[src/rtl/dma_addr_gen_n.sv]
// DMA address/word-count generator for one channel: address and word counters with
// mode-dependent terminal-count detection, run/done sequencing and optional auto-reinit.
module dma_addr_gen_n #(
  parameter int unsigned WIDTH          = 8,
  parameter bit          AUTO_REINIT_EN = 1'b1
) (
  input  logic             clk,
  input  logic             rst,
  input  logic             cmd_valid,
  input  logic [2:0]       cmd,
  input  logic [WIDTH-1:0] din,
  input  logic             cnt_en,
  output logic [WIDTH-1:0] addr_out,
  output logic [WIDTH-1:0] dout,
  output logic             done,
  output logic             done_pulse,
  output logic             busy,
  output logic             wc_carry
);

  typedef enum logic [1:0] {StIdle, StRun, StDone} state_e;

  localparam logic [2:0] CmdWrCr   = 3'b000;
  localparam logic [2:0] CmdRdCr   = 3'b001;
  localparam logic [2:0] CmdRdWc   = 3'b010;
  localparam logic [2:0] CmdRdAc   = 3'b011;
  localparam logic [2:0] CmdReinit = 3'b100;
  localparam logic [2:0] CmdLdAddr = 3'b101;
  localparam logic [2:0] CmdLdWc   = 3'b110;
  localparam logic [2:0] CmdEnable = 3'b111;

  state_e           state_q, state_d;
  logic [3:0]       cr_q, cr_d;
  logic [WIDTH-1:0] ar_q, ar_d;
  logic [WIDTH-1:0] ac_q, ac_d;
  logic [WIDTH-1:0] wr_q, wr_d;
  logic [WIDTH-1:0] wc_q, wc_d;
  logic [WIDTH-1:0] dout_q, dout_d;
  logic             done_pulse_q, done_pulse_d;

  logic [1:0] mode;
  logic       addr_dir;
  logic       auto_reinit;
  logic       count;
  logic [3:0] din_cr;

  assign mode        = cr_q[1:0];
  assign addr_dir    = cr_q[2];
  assign auto_reinit = cr_q[3];
  assign din_cr      = 4'(din);

  // Commands take the cycle; the counters only advance on idle command slots.
  assign count = (state_q == StRun) && cnt_en && !cmd_valid;

  always_comb begin
    done = 1'b0;
    unique case (mode)
      2'b00:   done = cnt_en ? (wc_q == WIDTH'(1)) : (wc_q == '0);
      2'b01:   done = (wc_q == wr_q);
      2'b10:   done = (ac_q == wc_q);
      default: done = 1'b0;
    endcase
  end

  always_comb begin
    state_d      = state_q;
    cr_d         = cr_q;
    ar_d         = ar_q;
    ac_d         = ac_q;
    wr_d         = wr_q;
    wc_d         = wc_q;
    dout_d       = dout_q;
    done_pulse_d = 1'b0;
    if (cmd_valid) begin
      unique case (cmd)
        CmdWrCr:   cr_d   = {din_cr[3] & AUTO_REINIT_EN, din_cr[2:0]};
        CmdRdCr:   dout_d = WIDTH'(cr_q);
        CmdRdWc:   dout_d = wc_q;
        CmdRdAc:   dout_d = ac_q;
        CmdReinit: begin
          ac_d    = ar_q;
          wc_d    = mode[0] ? '0 : wr_q;
          state_d = StIdle;
        end
        CmdLdAddr: begin
          ar_d = din;
          ac_d = din;
        end
        CmdLdWc: begin
          wr_d = din;
          wc_d = mode[0] ? '0 : din;
        end
        default:   state_d = StRun;
      endcase
    end else if (count) begin
      ac_d = addr_dir ? ac_q - WIDTH'(1) : ac_q + WIDTH'(1);
      unique case (mode)
        2'b00:   wc_d = wc_q - WIDTH'(1);
        2'b10:   wc_d = wc_q;
        default: wc_d = wc_q + WIDTH'(1);
      endcase
      if (done) begin
        done_pulse_d = 1'b1;
        if (auto_reinit) begin
          ac_d = ar_q;
          wc_d = mode[0] ? '0 : wr_q;
        end else begin
          state_d = StDone;
        end
      end
    end
  end

  always_ff @(posedge clk) begin
    if (rst) begin
      state_q      <= StIdle;
      cr_q         <= '0;
      ar_q         <= '0;
      ac_q         <= '0;
      wr_q         <= '0;
      wc_q         <= '0;
      dout_q       <= '0;
      done_pulse_q <= 1'b0;
    end else begin
      state_q      <= state_d;
      cr_q         <= cr_d;
      ar_q         <= ar_d;
      ac_q         <= ac_d;
      wr_q         <= wr_d;
      wc_q         <= wc_d;
      dout_q       <= dout_d;
      done_pulse_q <= done_pulse_d;
    end
  end

  assign addr_out   = ac_q;
  assign dout       = dout_q;
  assign done_pulse = done_pulse_q;
  assign busy       = (state_q == StRun);
  assign wc_carry   = (mode == 2'b11) && cnt_en && (wc_q == '1);

endmodule
[config.mk]
export PLATFORM = sky130hd
export DESIGN_NAME = dma_addr_gen_n
export DESIGN_NICKNAME = d
export VERILOG_FILES = /design/src/rtl/dma_addr_gen_n.sv
export SDC_FILE = /design/constraint.sdc
export NUM_CORES = 1
export LEC_CHECK = 0
export ABC_CLOCK_PERIOD_IN_PS = 2500
export BUFFER_PORTS_ARGS = -buffer_cell sky130_fd_sc_hd__buf_2
export CAP_MARGIN = 0
export CORE_MARGIN = 2
export CORE_UTILIZATION = 53
export DETAILED_ROUTE_END_ITERATION = 10
export HOLD_SLACK_MARGIN = 0.12
export PLACE_DENSITY = 0.76
export SYNTH_ARGS = -nofsm -noshare
export SYNTH_HDL_FRONTEND = slang
export SYNTH_SLANG_ARGS = --single-unit
[constraint.sdc]
create_clock -name clk -period 2.5 [get_ports clk]
set_clock_uncertainty 0.1 [all_clocks]
set_input_delay 0.125 -clock clk [delete_from_list [all_inputs] [get_ports clk]]
set_output_delay 0.125 -clock clk [all_outputs]
set_load 0.1 [all_outputs]
==> results.sh <==
export IMPL_crit_chain="clkinv_4, ha_4, buf_6, mux2i_1, xor2_1, nand4_1, o31a_1, or2_4, buf_6, clkinvlp_4, buf_12"
export IMPL_routabilityCongestion=0.884
export IMPL_hpwlAfterDp_mm=6.73
export IMPL_relSlewSlack_pct=50.2
export IMPL_grt_max_degree=44
export IMPL_synth_edff_count=0
export IMPL_area_growth_pct=22.6
export IMPL_place_area_um2=3570
export IMPL_holdWs_ns=0.224
export IMPL_fin_nets=498
export IMPL_post_route_period_util_pct=108
export IMPL_slowest_delay_ns=0.36
export IMPL_viasPerCell=5.98
export IMPL_grt_pass1_wl_mm=14.9
export IMPL_rows=28
export IMPL_synth_warnings=0
export IMPL_avgRoutedWirePerCell_um=17.2
export IMPL_drv_cap=0
export IMPL_ys_top_cells_by_area="dfxtp_1, mux2i_1, a21oi_1"
export IMPL_ioPinCount=35
export IMPL_cts_root_buf="clkbuf_8"
export IMPL_grt_use_total_pct=29.7
export IMPL_drtPass1Iterations=5
export IMPL_status="finished with violations"
export IMPL_met3_usage_pct=3.44
export IMPL_cpMaxStageDelayCell="dfxtp_4"
export IMPL_postSynthAreaPerCell_um2=7.71
export IMPL_yosysUniqueCellTypes=49
export IMPL_ys_flop_type="dfxtp_1"
export IMPL_die_h_um=81.0
export IMPL_first_global_vias=3051
export IMPL_initial_core_util_pct=54.1
export IMPL_leakage_nw=1.56
export IMPL_netlist_area_um2=3140
export IMPL_synth_top_area_cell="dfxtp_1"
export IMPL_synth_seq_cells=47
export IMPL_die_x_um=81.0
export IMPL_core_area_um2=5820
export IMPL_stdcell_area_um2=3860
export IMPL_layout_setup_ws_ns=-0.189
export IMPL_cp_arrival_ns=2.46
export IMPL_vias=3260
export IMPL_drc=0
export IMPL_hold_viol=0
export IMPL_die_area_um2=6570
export IMPL_crit_type="flip-flop to primary output"
export IMPL_rsz0062_at_grt="yes"
export IMPL_drtIter0Drc=251
export IMPL_antenna_found_initial=0
export IMPL_vdd_drop_max_v=0.000340
export IMPL_drive_gt1_share_pct=20.4
export IMPL_synth_top_area_share_pct=29.9
export IMPL_portBuffers=34
export IMPL_ant_nets=0
export IMPL_cp_end_kind="primary output"
export IMPL_tritoncts="yes"
export IMPL_cts_buffer_depth=2
export IMPL_syn_inst=408
export IMPL_grt_overflow_total=0
export IMPL_start_kind="flip-flop"
export IMPL_fmax_mhz=372
export IMPL_maxSlewViolCount=0
export IMPL_clkSinkCount=47
export IMPL_crit_top_cell="buf_6"
export IMPL_finalWirelength_mm=9.37
export IMPL_grt_busiest_layer="met2"
export IMPL_crit_required_ns=2.28
export IMPL_final_setup_viol_count=16
export IMPL_worstMarginPinSlew_ns=0.747
export IMPL_numCtsBuffers=5
export IMPL_final_common_cell="nand2_1"
export IMPL_cts_max_level=2
export IMPL_antenna_cells=0
export IMPL_synth_nets=437
export IMPL_path_max_fanout=5
export IMPL_async_reset_ff_share_pct=0
export IMPL_final_cell_mix="nand2_1, a21oi_1, nor2_1"
export IMPL_power_density_nw_per_um2=448
export IMPL_fin_crit_ns=2.69
export IMPL_worstHoldPathType="input pin to flip-flop"
export IMPL_path_clk_slew_ns=0.09
export IMPL_met2_usage_pct=50.9
export IMPL_clock_latency_ns=0.30
export IMPL_seq_area_frac_synth_pct=29.9
export IMPL_use_met1_pct=37.4
export IMPL_violations="setup timing"
## layer usage
layer | wire, µm | vias to the layer above | share of wire, %
met5 | 0 | - | 0
met4 | 328 | 0 | 3.5
met3 | 731 | 28 | 7.8
met2 | 4500 | 157 | 48
met1 | 3820 | 1489 | 41
li1 | - | 1586 | -
## final cells by class
class                           count  area (µm²)
Multi-Input combinational cell    324        2060
Timing Repair Buffer               79         592
Tap cell                           75        93.8
Sequential cell                    47         956
Fill cell                         517        1960
Inverter                           12        53.8
Clock buffer                        8         100
## cell families (layout without fill, tap and decap cells)
group / count (synthesis) / count (layout) / synth area share (%)
AO/OA/AOI/OAI: 93 / 93 / 18.0
AND/OR/NAND/NOR: 171 / 171 / 27.0
flip-flops: 47 / 47 / 29.9
multiplexers: 32 / 32 / 10.2
XOR/XNOR: 14 / 14 / 3.90
buffers and inverters: 37 / 99 / 5.21
adder cells (fa/ha/maj): 14 / 14 / 5.81
## stage by stage
step | power, mW | setup TNS, ns | setup WS, ns | std cells | util (%)
CTS | 1.71 | -0.342 | -0.140 | 540 | 65.0
detailed placement | 1.20 | -0.0207 | -0.0149 | 521 | 61.4
finish | 1.73 | -1.37 | -0.189 | 545 | 66.3
global route | 1.79 | -3.27 | -0.279 | 545 | 66.3
floorplan | 1.08 | -0.171 | -0.0557 | 408 | -
global placement | 1.19 | 0 | 0.0238 | 521 | 61.4
## critical path: cells and delay by family, from the launching register on
family                   cells  cell delay, ns
buffers and inverters        5            0.53
AND/OR/NAND/NOR              2            0.38
flip-flops                   1            0.36
AO/OA/AOI/OAI                1            0.35
multiplexers                 1            0.21
XOR/XNOR                     1            0.17
adder cells (fa/ha/maj)      1            0.16
## cells in the mapped netlist (4+ instances only)
master,count
nand2_1,49
dfxtp_1,47
a21oi_1,42
nor2_1,39
mux2i_1,32
nand3_1,22
clkbuf_1,18
o21ai_0,18
nor3_1,15
ha_1,13
inv_1,11
nand4_1,10
xor2_1,8
or3_1,7
nor2b_1,6
xnor2_1,6
nand2b_1,5
a211oi_1,4
o22ai_1,4
## power breakdown
group / internal [mW] / switching, mW
Combinational: 0.146 / 0.266
Sequential: 0.769 / 0.0288
Clock: 0.253 / 0.265
## final timing paths
| kind | start | slack [ns] | cells after the start | end |
|---|---|---|---|---|
| max | cr_q[0] | -0.19 | 11 | done |
| min reg2reg | ar_q[6] | 0.38 | 2 | ar_q[6] |
| min | cnt_en | 0.22 | 4 | state_q[1] |
| max reg2reg | cr_q[0] | -0.15 | 12 | wc_q[0] |
## registers in the layout, indices dropped and copies added (netlist names)
name / flops
cr_q: 4
wc_q: 8
dout: 8
addr_out: 8
done_pulse: 1
wr_q: 8
state_q: 2
ar_q: 8
## timing repair
item / 4_1_cts / 5_1_grt
endpoints found under the hold margin: 21 / 0
gates resized for setup: 0 / 10
setup buffers: 1 / 5
pin swaps: 1 / 7
setup endpoints to repair: 5 / 19
hold buffers: 10 / 0
(Power assumes the default switching activity.)
